## src/rtl/upsample_layer_sequencer_if.sv

```systemverilog
// Command, completion and start signals between the layer sequencer (master)
// and the DMA read/write engines plus the upsample core (slave).
interface upsample_layer_sequencer_if #(
    parameter int ADDR_WIDTH = 32
);
    logic                  mm2s_cmd_valid;
    logic                  mm2s_cmd_ready;
    logic [ADDR_WIDTH-1:0] mm2s_addr;
    logic [16:0]           mm2s_len;
    logic                  s2mm_cmd_valid;
    logic                  s2mm_cmd_ready;
    logic [ADDR_WIDTH-1:0] s2mm_addr;
    logic [16:0]           s2mm_len;
    logic                  mm2s_done;
    logic                  s2mm_done;
    logic                  up_done;
    logic                  up_start;
    logic [2:0]            up_size;

    modport master (
        output mm2s_cmd_valid, mm2s_addr, mm2s_len,
        output s2mm_cmd_valid, s2mm_addr, s2mm_len,
        output up_start, up_size,
        input  mm2s_cmd_ready, s2mm_cmd_ready,
        input  mm2s_done, s2mm_done, up_done
    );

    modport slave (
        input  mm2s_cmd_valid, mm2s_addr, mm2s_len,
        input  s2mm_cmd_valid, s2mm_addr, s2mm_len,
        input  up_start, up_size,
        output mm2s_cmd_ready, s2mm_cmd_ready,
        output mm2s_done, s2mm_done, up_done
    );
endinterface

```

## src/rtl/upsample_layer_sequencer.sv

```systemverilog
// Walks every channel of a layer range, issuing a DMA read/write command pair and an
// upsample-core start per channel, then waits for all three completions before advancing.
module upsample_layer_sequencer #(
    parameter int                    ADDR_WIDTH     = 32,
    parameter logic [ADDR_WIDTH-1:0] SRC_BASE       = 32'h1000_0000,
    parameter logic [ADDR_WIDTH-1:0] DST_BASE       = 32'h2000_0000,
    parameter int                    TIMEOUT_CYCLES = 65535
) (
    input  logic                       clk,
    input  logic                       reset,
    input  logic                       go,
    input  logic [2:0]                 first_layer,
    input  logic [2:0]                 last_layer,
    upsample_layer_sequencer_if.master bus,
    output logic                       busy,
    output logic                       done,
    output logic                       error,
    output logic [2:0]                 cur_layer,
    output logic [8:0]                 cur_channel
);

    localparam int          PAD_W       = ADDR_WIDTH - 17;
    localparam logic [31:0] WAIT_LAST_C = 32'(TIMEOUT_CYCLES - 1);

    typedef enum logic [2:0] {
        IDLE    = 3'd0,
        ISSUE   = 3'd1,
        START   = 3'd2,
        WAIT    = 3'd3,
        ADVANCE = 3'd4,
        FINISH  = 3'd5,
        ERROR   = 3'd6
    } state_t;

    // Fixed layer table: the last layer has half the channels, pixel count grows 4x per layer.
    function automatic logic [7:0] last_channel_f(input logic [2:0] layer);
        case (layer)
            3'd4:    last_channel_f = 8'd127;
            default: last_channel_f = 8'd255;
        endcase
    endfunction

    function automatic logic [16:0] in_bytes_f(input logic [2:0] layer);
        case (layer)
            3'd0:    in_bytes_f = 17'd64;
            3'd1:    in_bytes_f = 17'd256;
            3'd2:    in_bytes_f = 17'd1024;
            3'd3:    in_bytes_f = 17'd4096;
            3'd4:    in_bytes_f = 17'd16384;
            default: in_bytes_f = 17'd0;
        endcase
    endfunction

    function automatic logic [16:0] out_bytes_f(input logic [2:0] layer);
        case (layer)
            3'd0:    out_bytes_f = 17'd256;
            3'd1:    out_bytes_f = 17'd1024;
            3'd2:    out_bytes_f = 17'd4096;
            3'd3:    out_bytes_f = 17'd16384;
            3'd4:    out_bytes_f = 17'd65536;
            default: out_bytes_f = 17'd0;
        endcase
    endfunction

    state_t                state_r;
    logic                  mm2s_valid_r;
    logic                  s2mm_valid_r;
    logic [ADDR_WIDTH-1:0] mm2s_addr_r;
    logic [ADDR_WIDTH-1:0] s2mm_addr_r;
    logic [16:0]           mm2s_len_r;
    logic [16:0]           s2mm_len_r;
    logic                  up_start_r;
    logic [2:0]            up_size_r;
    logic                  busy_r;
    logic                  done_r;
    logic                  error_r;
    logic [2:0]            cur_layer_r;
    logic [8:0]            cur_channel_r;
    logic [2:0]            last_layer_r;
    logic [ADDR_WIDTH-1:0] src_ptr_r;
    logic [ADDR_WIDTH-1:0] dst_ptr_r;
    logic                  rd_acc_r;
    logic                  wr_acc_r;
    logic [31:0]           wait_cnt_r;
    logic [2:0]            cmpl_r;

    logic                  cfg_ok_s;
    logic                  rd_hs_s;
    logic                  wr_hs_s;
    logic                  both_acc_s;
    logic [2:0]            dones_s;
    logic                  all_done_s;
    logic                  last_ch_s;
    logic [2:0]            issue_layer_s;
    logic [ADDR_WIDTH-1:0] next_src_s;
    logic [ADDR_WIDTH-1:0] next_dst_s;

    assign cfg_ok_s      = (first_layer <= last_layer) && (last_layer <= 3'd4);
    assign rd_hs_s       = mm2s_valid_r & bus.mm2s_cmd_ready;
    assign wr_hs_s       = s2mm_valid_r & bus.s2mm_cmd_ready;
    assign both_acc_s    = (rd_acc_r | rd_hs_s) & (wr_acc_r | wr_hs_s);
    assign dones_s       = {bus.up_done, bus.s2mm_done, bus.mm2s_done};
    // A pulse arriving in the same cycle as the last missing flag still completes the channel.
    assign all_done_s    = &(cmpl_r | dones_s);
    assign last_ch_s     = (cur_channel_r == {1'b0, last_channel_f(cur_layer_r)});
    assign issue_layer_s = last_ch_s ? (cur_layer_r + 3'd1) : cur_layer_r;
    assign next_src_s    = src_ptr_r + {{PAD_W{1'b0}}, in_bytes_f(cur_layer_r)};
    assign next_dst_s    = dst_ptr_r + {{PAD_W{1'b0}}, out_bytes_f(cur_layer_r)};

    assign bus.mm2s_cmd_valid = mm2s_valid_r;
    assign bus.mm2s_addr      = mm2s_addr_r;
    assign bus.mm2s_len       = mm2s_len_r;
    assign bus.s2mm_cmd_valid = s2mm_valid_r;
    assign bus.s2mm_addr      = s2mm_addr_r;
    assign bus.s2mm_len       = s2mm_len_r;
    assign bus.up_start       = up_start_r;
    assign bus.up_size        = up_size_r;
    assign busy               = busy_r;
    assign done               = done_r;
    assign error              = error_r;
    assign cur_layer          = cur_layer_r;
    assign cur_channel        = cur_channel_r;

    // Sequencer FSM with all outputs registered.
    always_ff @(posedge clk) begin
        if (!reset) begin
            state_r       <= IDLE;
            mm2s_valid_r  <= 1'b0;
            s2mm_valid_r  <= 1'b0;
            mm2s_addr_r   <= '0;
            s2mm_addr_r   <= '0;
            mm2s_len_r    <= 17'd0;
            s2mm_len_r    <= 17'd0;
            up_start_r    <= 1'b0;
            up_size_r     <= 3'd0;
            busy_r        <= 1'b0;
            done_r        <= 1'b0;
            error_r       <= 1'b0;
            cur_layer_r   <= 3'd0;
            cur_channel_r <= 9'd0;
            last_layer_r  <= 3'd0;
            src_ptr_r     <= '0;
            dst_ptr_r     <= '0;
            rd_acc_r      <= 1'b0;
            wr_acc_r      <= 1'b0;
            wait_cnt_r    <= 32'd0;
        end else begin
            up_start_r <= 1'b0;
            done_r     <= 1'b0;
            case (state_r)
                IDLE: begin
                    if (go) begin
                        if (cfg_ok_s) begin
                            cur_layer_r   <= first_layer;
                            cur_channel_r <= 9'd0;
                            last_layer_r  <= last_layer;
                            src_ptr_r     <= SRC_BASE;
                            dst_ptr_r     <= DST_BASE;
                            mm2s_addr_r   <= SRC_BASE;
                            s2mm_addr_r   <= DST_BASE;
                            mm2s_len_r    <= in_bytes_f(first_layer);
                            s2mm_len_r    <= out_bytes_f(first_layer);
                            mm2s_valid_r  <= 1'b1;
                            s2mm_valid_r  <= 1'b1;
                            rd_acc_r      <= 1'b0;
                            wr_acc_r      <= 1'b0;
                            busy_r        <= 1'b1;
                            state_r       <= ISSUE;
                        end else begin
                            error_r <= 1'b1;
                            state_r <= ERROR;
                        end
                    end else begin
                        state_r <= IDLE;
                    end
                end
                ISSUE: begin
                    if (rd_hs_s) begin
                        mm2s_valid_r <= 1'b0;
                        rd_acc_r     <= 1'b1;
                    end
                    if (wr_hs_s) begin
                        s2mm_valid_r <= 1'b0;
                        wr_acc_r     <= 1'b1;
                    end
                    if (both_acc_s) begin
                        rd_acc_r   <= 1'b0;
                        wr_acc_r   <= 1'b0;
                        up_start_r <= 1'b1;
                        up_size_r  <= cur_layer_r;
                        state_r    <= START;
                    end
                end
                START: begin
                    wait_cnt_r <= 32'd0;
                    state_r    <= WAIT;
                end
                WAIT: begin
                    if (all_done_s) begin
                        state_r <= ADVANCE;
                    end else if (wait_cnt_r == WAIT_LAST_C) begin
                        error_r <= 1'b1;
                        busy_r  <= 1'b0;
                        state_r <= ERROR;
                    end else begin
                        wait_cnt_r <= wait_cnt_r + 32'd1;
                    end
                end
                ADVANCE: begin
                    src_ptr_r <= next_src_s;
                    dst_ptr_r <= next_dst_s;
                    if (last_ch_s && (cur_layer_r == last_layer_r)) begin
                        cur_channel_r <= 9'd0;
                        done_r        <= 1'b1;
                        state_r       <= FINISH;
                    end else begin
                        cur_channel_r <= last_ch_s ? 9'd0 : (cur_channel_r + 9'd1);
                        cur_layer_r   <= issue_layer_s;
                        mm2s_addr_r   <= next_src_s;
                        s2mm_addr_r   <= next_dst_s;
                        mm2s_len_r    <= in_bytes_f(issue_layer_s);
                        s2mm_len_r    <= out_bytes_f(issue_layer_s);
                        mm2s_valid_r  <= 1'b1;
                        s2mm_valid_r  <= 1'b1;
                        state_r       <= ISSUE;
                    end
                end
                FINISH: begin
                    busy_r  <= 1'b0;
                    state_r <= IDLE;
                end
                ERROR: begin
                    mm2s_valid_r <= 1'b0;
                    s2mm_valid_r <= 1'b0;
                    busy_r       <= 1'b0;
                    error_r      <= 1'b1;
                    state_r      <= ERROR;
                end
                default: begin
                    mm2s_valid_r <= 1'b0;
                    s2mm_valid_r <= 1'b0;
                    busy_r       <= 1'b0;
                    error_r      <= 1'b1;
                    state_r      <= ERROR;
                end
            endcase
        end
    end

    // Completion flags: capture done pulses from ISSUE through WAIT, drop them everywhere else.
    always_ff @(posedge clk) begin
        if (!reset) begin
            cmpl_r <= 3'b000;
        end else if ((state_r == ISSUE) || (state_r == START) || (state_r == WAIT)) begin
            cmpl_r <= cmpl_r | dones_s;
        end else begin
            cmpl_r <= 3'b000;
        end
    end

endmodule

```

## src/flat_wrapper.sv

```systemverilog
// flat-port wrapper written by rule: the top's interface ports become plain ports
module upsample_layer_sequencer_flat 
#(
    parameter int                    ADDR_WIDTH     = 32,
    parameter logic [ADDR_WIDTH-1:0] SRC_BASE       = 32'h1000_0000,
    parameter logic [ADDR_WIDTH-1:0] DST_BASE       = 32'h2000_0000,
    parameter int                    TIMEOUT_CYCLES = 65535
)
  (clk, reset, go, first_layer, last_layer, busy, done, error, cur_layer, cur_channel, bus_mm2s_cmd_valid, bus_mm2s_addr, bus_mm2s_len, bus_s2mm_cmd_valid, bus_s2mm_addr, bus_s2mm_len, bus_up_start, bus_up_size, bus_mm2s_cmd_ready, bus_s2mm_cmd_ready, bus_mm2s_done, bus_s2mm_done, bus_up_done);
  upsample_layer_sequencer_if #(.ADDR_WIDTH(ADDR_WIDTH)) bus_i ();
  input  logic clk;
  input  logic reset;
  input  logic go;
  input  logic [2:0] first_layer;
  input  logic [2:0] last_layer;
  output logic busy;
  output logic done;
  output logic error;
  output logic [2:0] cur_layer;
  output logic [8:0] cur_channel;
  output wire logic [$bits(bus_i.mm2s_cmd_valid)-1:0] bus_mm2s_cmd_valid;
  output wire logic [$bits(bus_i.mm2s_addr)-1:0] bus_mm2s_addr;
  output wire logic [$bits(bus_i.mm2s_len)-1:0] bus_mm2s_len;
  output wire logic [$bits(bus_i.s2mm_cmd_valid)-1:0] bus_s2mm_cmd_valid;
  output wire logic [$bits(bus_i.s2mm_addr)-1:0] bus_s2mm_addr;
  output wire logic [$bits(bus_i.s2mm_len)-1:0] bus_s2mm_len;
  output wire logic [$bits(bus_i.up_start)-1:0] bus_up_start;
  output wire logic [$bits(bus_i.up_size)-1:0] bus_up_size;
  input wire logic [$bits(bus_i.mm2s_cmd_ready)-1:0] bus_mm2s_cmd_ready;
  input wire logic [$bits(bus_i.s2mm_cmd_ready)-1:0] bus_s2mm_cmd_ready;
  input wire logic [$bits(bus_i.mm2s_done)-1:0] bus_mm2s_done;
  input wire logic [$bits(bus_i.s2mm_done)-1:0] bus_s2mm_done;
  input wire logic [$bits(bus_i.up_done)-1:0] bus_up_done;
  assign bus_mm2s_cmd_valid = bus_i.mm2s_cmd_valid;
  assign bus_mm2s_addr = bus_i.mm2s_addr;
  assign bus_mm2s_len = bus_i.mm2s_len;
  assign bus_s2mm_cmd_valid = bus_i.s2mm_cmd_valid;
  assign bus_s2mm_addr = bus_i.s2mm_addr;
  assign bus_s2mm_len = bus_i.s2mm_len;
  assign bus_up_start = bus_i.up_start;
  assign bus_up_size = bus_i.up_size;
  assign bus_i.mm2s_cmd_ready = bus_mm2s_cmd_ready;
  assign bus_i.s2mm_cmd_ready = bus_s2mm_cmd_ready;
  assign bus_i.mm2s_done = bus_mm2s_done;
  assign bus_i.s2mm_done = bus_s2mm_done;
  assign bus_i.up_done = bus_up_done;
  upsample_layer_sequencer #(.ADDR_WIDTH(ADDR_WIDTH), .SRC_BASE(SRC_BASE), .DST_BASE(DST_BASE), .TIMEOUT_CYCLES(TIMEOUT_CYCLES)) u_core (.clk(clk), .reset(reset), .go(go), .first_layer(first_layer), .last_layer(last_layer), .bus(bus_i), .busy(busy), .done(done), .error(error), .cur_layer(cur_layer), .cur_channel(cur_channel));
endmodule
```

## config.mk

```make
export PLATFORM = sky130hd
export DESIGN_NAME = upsample_layer_sequencer_flat
export DESIGN_NICKNAME = d
export VERILOG_FILES = /design/src/rtl/upsample_layer_sequencer_if.sv /design/src/rtl/upsample_layer_sequencer.sv /design/src/flat_wrapper.sv
export SDC_FILE = /design/constraint.sdc
export NUM_CORES = 1
export LEC_CHECK = 0
export ABC_CLOCK_PERIOD_IN_PS = 8500
export BUFFER_PORTS_ARGS = -buffer_cell sky130_fd_sc_hd__buf_4
export CORE_AREA = 2 2 134 136
export CTS_CLUSTER_DIAMETER = 50
export DETAILED_ROUTE_END_ITERATION = 16
export DIE_AREA = 0 0 136 138
export PLACE_DENSITY = 0.81
export SYNTH_ARGS = -nofsm -noshare
export SYNTH_HDL_FRONTEND = slang
export SYNTH_SLANG_ARGS = --single-unit
```

## constraint.sdc

```tcl
create_clock -name clk -period 8.5 [get_ports clk]
set_input_delay 0.425 -clock clk [delete_from_list [all_inputs] [get_ports clk]]
set_output_delay 0.425 -clock clk [all_outputs]
set_load 0.02 [all_outputs]
```

==> flow_metrics.tcl <==
set metrics [dict create \
    finalCritPeriodShare 0.4466 \
    fp.dieH_um 138 \
    die_x_um 136 \
    drive_gt1_frac 0.1456 \
    power.internal_uw 1654 \
    ant_nets 0 \
    hold_class "in -> reg" \
    pin_count 133 \
    worstPathRequired_ps 8830 \
    grt_pass1_vias 7592 \
    end_kind "register" \
    antenna_cells 0 \
    hold_ws_ps 199.9 \
    htree_levels 4 \
    ys_types 78 \
    cts_root_buf "clkbuf_16" \
    dp_hpwl_mm 15.04 \
    cts_hold_buf 0 \
    switching_share 0.3984 \
    synth-edff-count 0 \
    yosysWarnings 0 \
    grt.total_usage 0.2336 \
    power_frac_comb 0.312 \
    slew_violations 0 \
    areaGrowthSynthToFinish_pct 14.21 \
    max_freq_mhz 263.4 \
    via_count 8233 \
    p_switching_uw 1095 \
    ys_ff_latch 197 \
    final_common_cell "dfxtp_1" \
    clock_path_buffers 2 \
    antenna_found_initial 0 \
    core_area_sq_um 17530 \
    drt_iter0_drc 572 \
    synth.cell_area_sq_um 9420 \
    clkPwrFrac 0.292 \
    synthArstFlopShare 0 \
    clk_latency_ps 450 \
    clk_pin_slew_ps 80 \
    clock_sinks 197 \
    rsz0062_at_grt "false" \
    status "finished clean" \
    path_class "reg -> reg" \
    cts_tree "yes" \
    layout_common_cells "dfxtp_1 (197), nand2_1 (130), buf_4 (116)" \
    die-area_sq_um 18770 \
    rows 49 \
    pwr-share-seq 0.396 \
    r2r_end "u_core.cur_layer[1]" \
    hold_viol 0 \
    routed_wl_mm 22.09 \
    leakage_uw 0.004087 \
    start_util 0.5372 \
    post-cts-setup-buffer-count 0 \
    gp_congestion 0.8700 \
    port_buffers 108 \
    via_per_inst 5.753 \
    min_to "u_core.bus.s2mm_cmd_valid" \
    grt_max_degree 68 \
    tightestPinTransition_ps 1119 \
    synth_cells 1132 \
    cp-start-kind "register" \
    crit_fanout 34 \
    regToRegSetupSlack_ps 4700 \
    skew_ps 13.21 \
    drt-wirelength-per-cell_um 15.44 \
    cts_resized 0 \
    synthFlopType "dfxtp_1" \
    min_path_cells 2 \
    grt_first_pass_wirelength_mm 36.34 \
    hp-start "bus_s2mm_cmd_ready" \
    grt_overflow 0 \
    fin_nets 1220 \
    postSynthAreaPerCell_sq_um 8.322 \
    route.detailed.drc 0 \
    setup_viol 0 \
    power_density_nw_per_um2 255.5 \
    slew_headroom 0.2520 \
    cts_buffers 17 \
    max-cap-violations 0 \
    fin_tns_setup_ps 0 \
    crit_arrival_ps 4130 \
    ys_seq_area_frac 0.4186 \
    r2r_start "u_core.cur_layer[0]" \
    min_period_ps 3796 \
    reg2regPathDepth 10 \
    dr.pass1.iters 5 \
    max-vdd-ir-drop_mv 0.1878 \
]
[synth_stat cells, types with 19 or more instances]
cell type	instances	area share
a31oi_1	22	0.015
clkbuf_1	42	0.017
nor3_1	19	0.010
buf_2	19	0.010
o21ai_0	37	0.020
xor2_1	49	0.046
nand2_1	130	0.052
xnor2_1	35	0.033
dfxtp_1	197	0.42
nand3_1	60	0.032
buf_4	30	0.024
and2_1	21	0.014
and3_1	19	0.013
o21ai_1	43	0.023
nor2_1	99	0.039
a21oi_1	79	0.042
nand4_1	20	0.013
[logic make-up after synthesis]
group / synth area share
other: 0.0003981
muxes: 0.005578
xor gates and xnor gates: 0.07810
adders and majority gates: 0.02590
AOI/OAI and AO/OA: 0.1897
DFF: 0.4186
and+or+nand+nor: 0.2177
buffers and inverters: 0.06402
[worst max-delay path by stage]
stage                             start                  endpoint  slack (ps)  cells past startpoint
CTS                 u_core.cur_layer[0]       u_core.cur_layer[1]        4710                     10
global route        u_core.cur_layer[0]       u_core.cur_layer[1]        4350                     10
global placement         first_layer[1]   u_core.bus.mm2s_len[12]        4860                      9
detailed placement  u_core.cur_layer[0]       u_core.cur_layer[1]        4750                     10
finish              u_core.cur_layer[0]       u_core.cur_layer[1]        4700                     10
floorplan           u_core.cur_layer[0]  u_core.bus.mm2s_addr[18]        5100                     13
[cell type report]
class                   count  area, sq um
fillers                  1517         6775
multi-input cells         840         4991
flip-flops and latches    197         3944
repair buffers            116        870.8
clock buffers              17        425.4
well taps                 229        286.5
clock inverters            15        177.7
inverters                  17        63.81
[through the flow]
| step | power, uW | utilization | cell area (sq um) | setup WS (ps) | instances |
|---|---|---|---|---|---|
| after floorplan | 1724 | - | 9507 | 5099 | 1155 |
| after global placement | 1944 | 0.5791 | 10150 | 4865 | 1399 |
| after detailed placement | 1960 | 0.5791 | 10150 | 4747 | 1399 |
| after CTS | 2758 | 0.6135 | 10760 | 4714 | 1431 |
| after global routing | 2899 | 0.6136 | 10760 | 4346 | 1431 |
| final | 2749 | 0.6136 | 10760 | 4704 | 1431 |
[critical path, cell delays in order, from the launching register on]
cell and delay [ps]:
dfxtp_1 590, inv_1 190, ha_1 300, a21bo_1 200, a2111oi_1 330, buf_4 230, and4_1 380, nand2_1 150
nand2_1 860, nor2_1 160, o221a_2 290
[power groups by stage]
| stage | Clock (uW) | Sequential [uW] | Combinational (uW) |
|---|---|---|---|
| after floorplan | 0 | 1100 | 623 |
| after global placement | 0 | 1110 | 839 |
| after detailed placement | 0 | 1110 | 851 |
| after CTS | 815 | 1090 | 856 |
| after global routing | 849 | 1100 | 949 |
| final | 803 | 1090 | 856 |
[sequential cells by signal (all words and copies together) (netlist names), 3 cells and up]
| signal | count |
|---|---|
| u_core.bus.mm2s_addr | 32 |
| u_core.bus.s2mm_addr | 32 |
| u_core.dst_ptr_r | 32 |
| u_core.src_ptr_r | 32 |
| u_core.wait_cnt_r | 32 |
| u_core.cur_channel | 9 |
| u_core.bus.mm2s_len | 5 |
| u_core.bus.up_size | 3 |
| u_core.cmpl_r | 3 |
| u_core.cur_layer | 3 |
| u_core.last_layer_r | 3 |
| u_core.state_r | 3 |
[routing by layer]
layer | share of wire | track usage | vias to the layer above
li1 | - | - | 4070
met1 | 0.44 | 0.3044 | 3866
met2 | 0.48 | 0.3869 | 255
met3 | 0.058 | 0.04290 | 42
met4 | 0.023 | 0.08224 | 0
met5 | 0 | 0 | -
(Power assumes the default switching activity.)
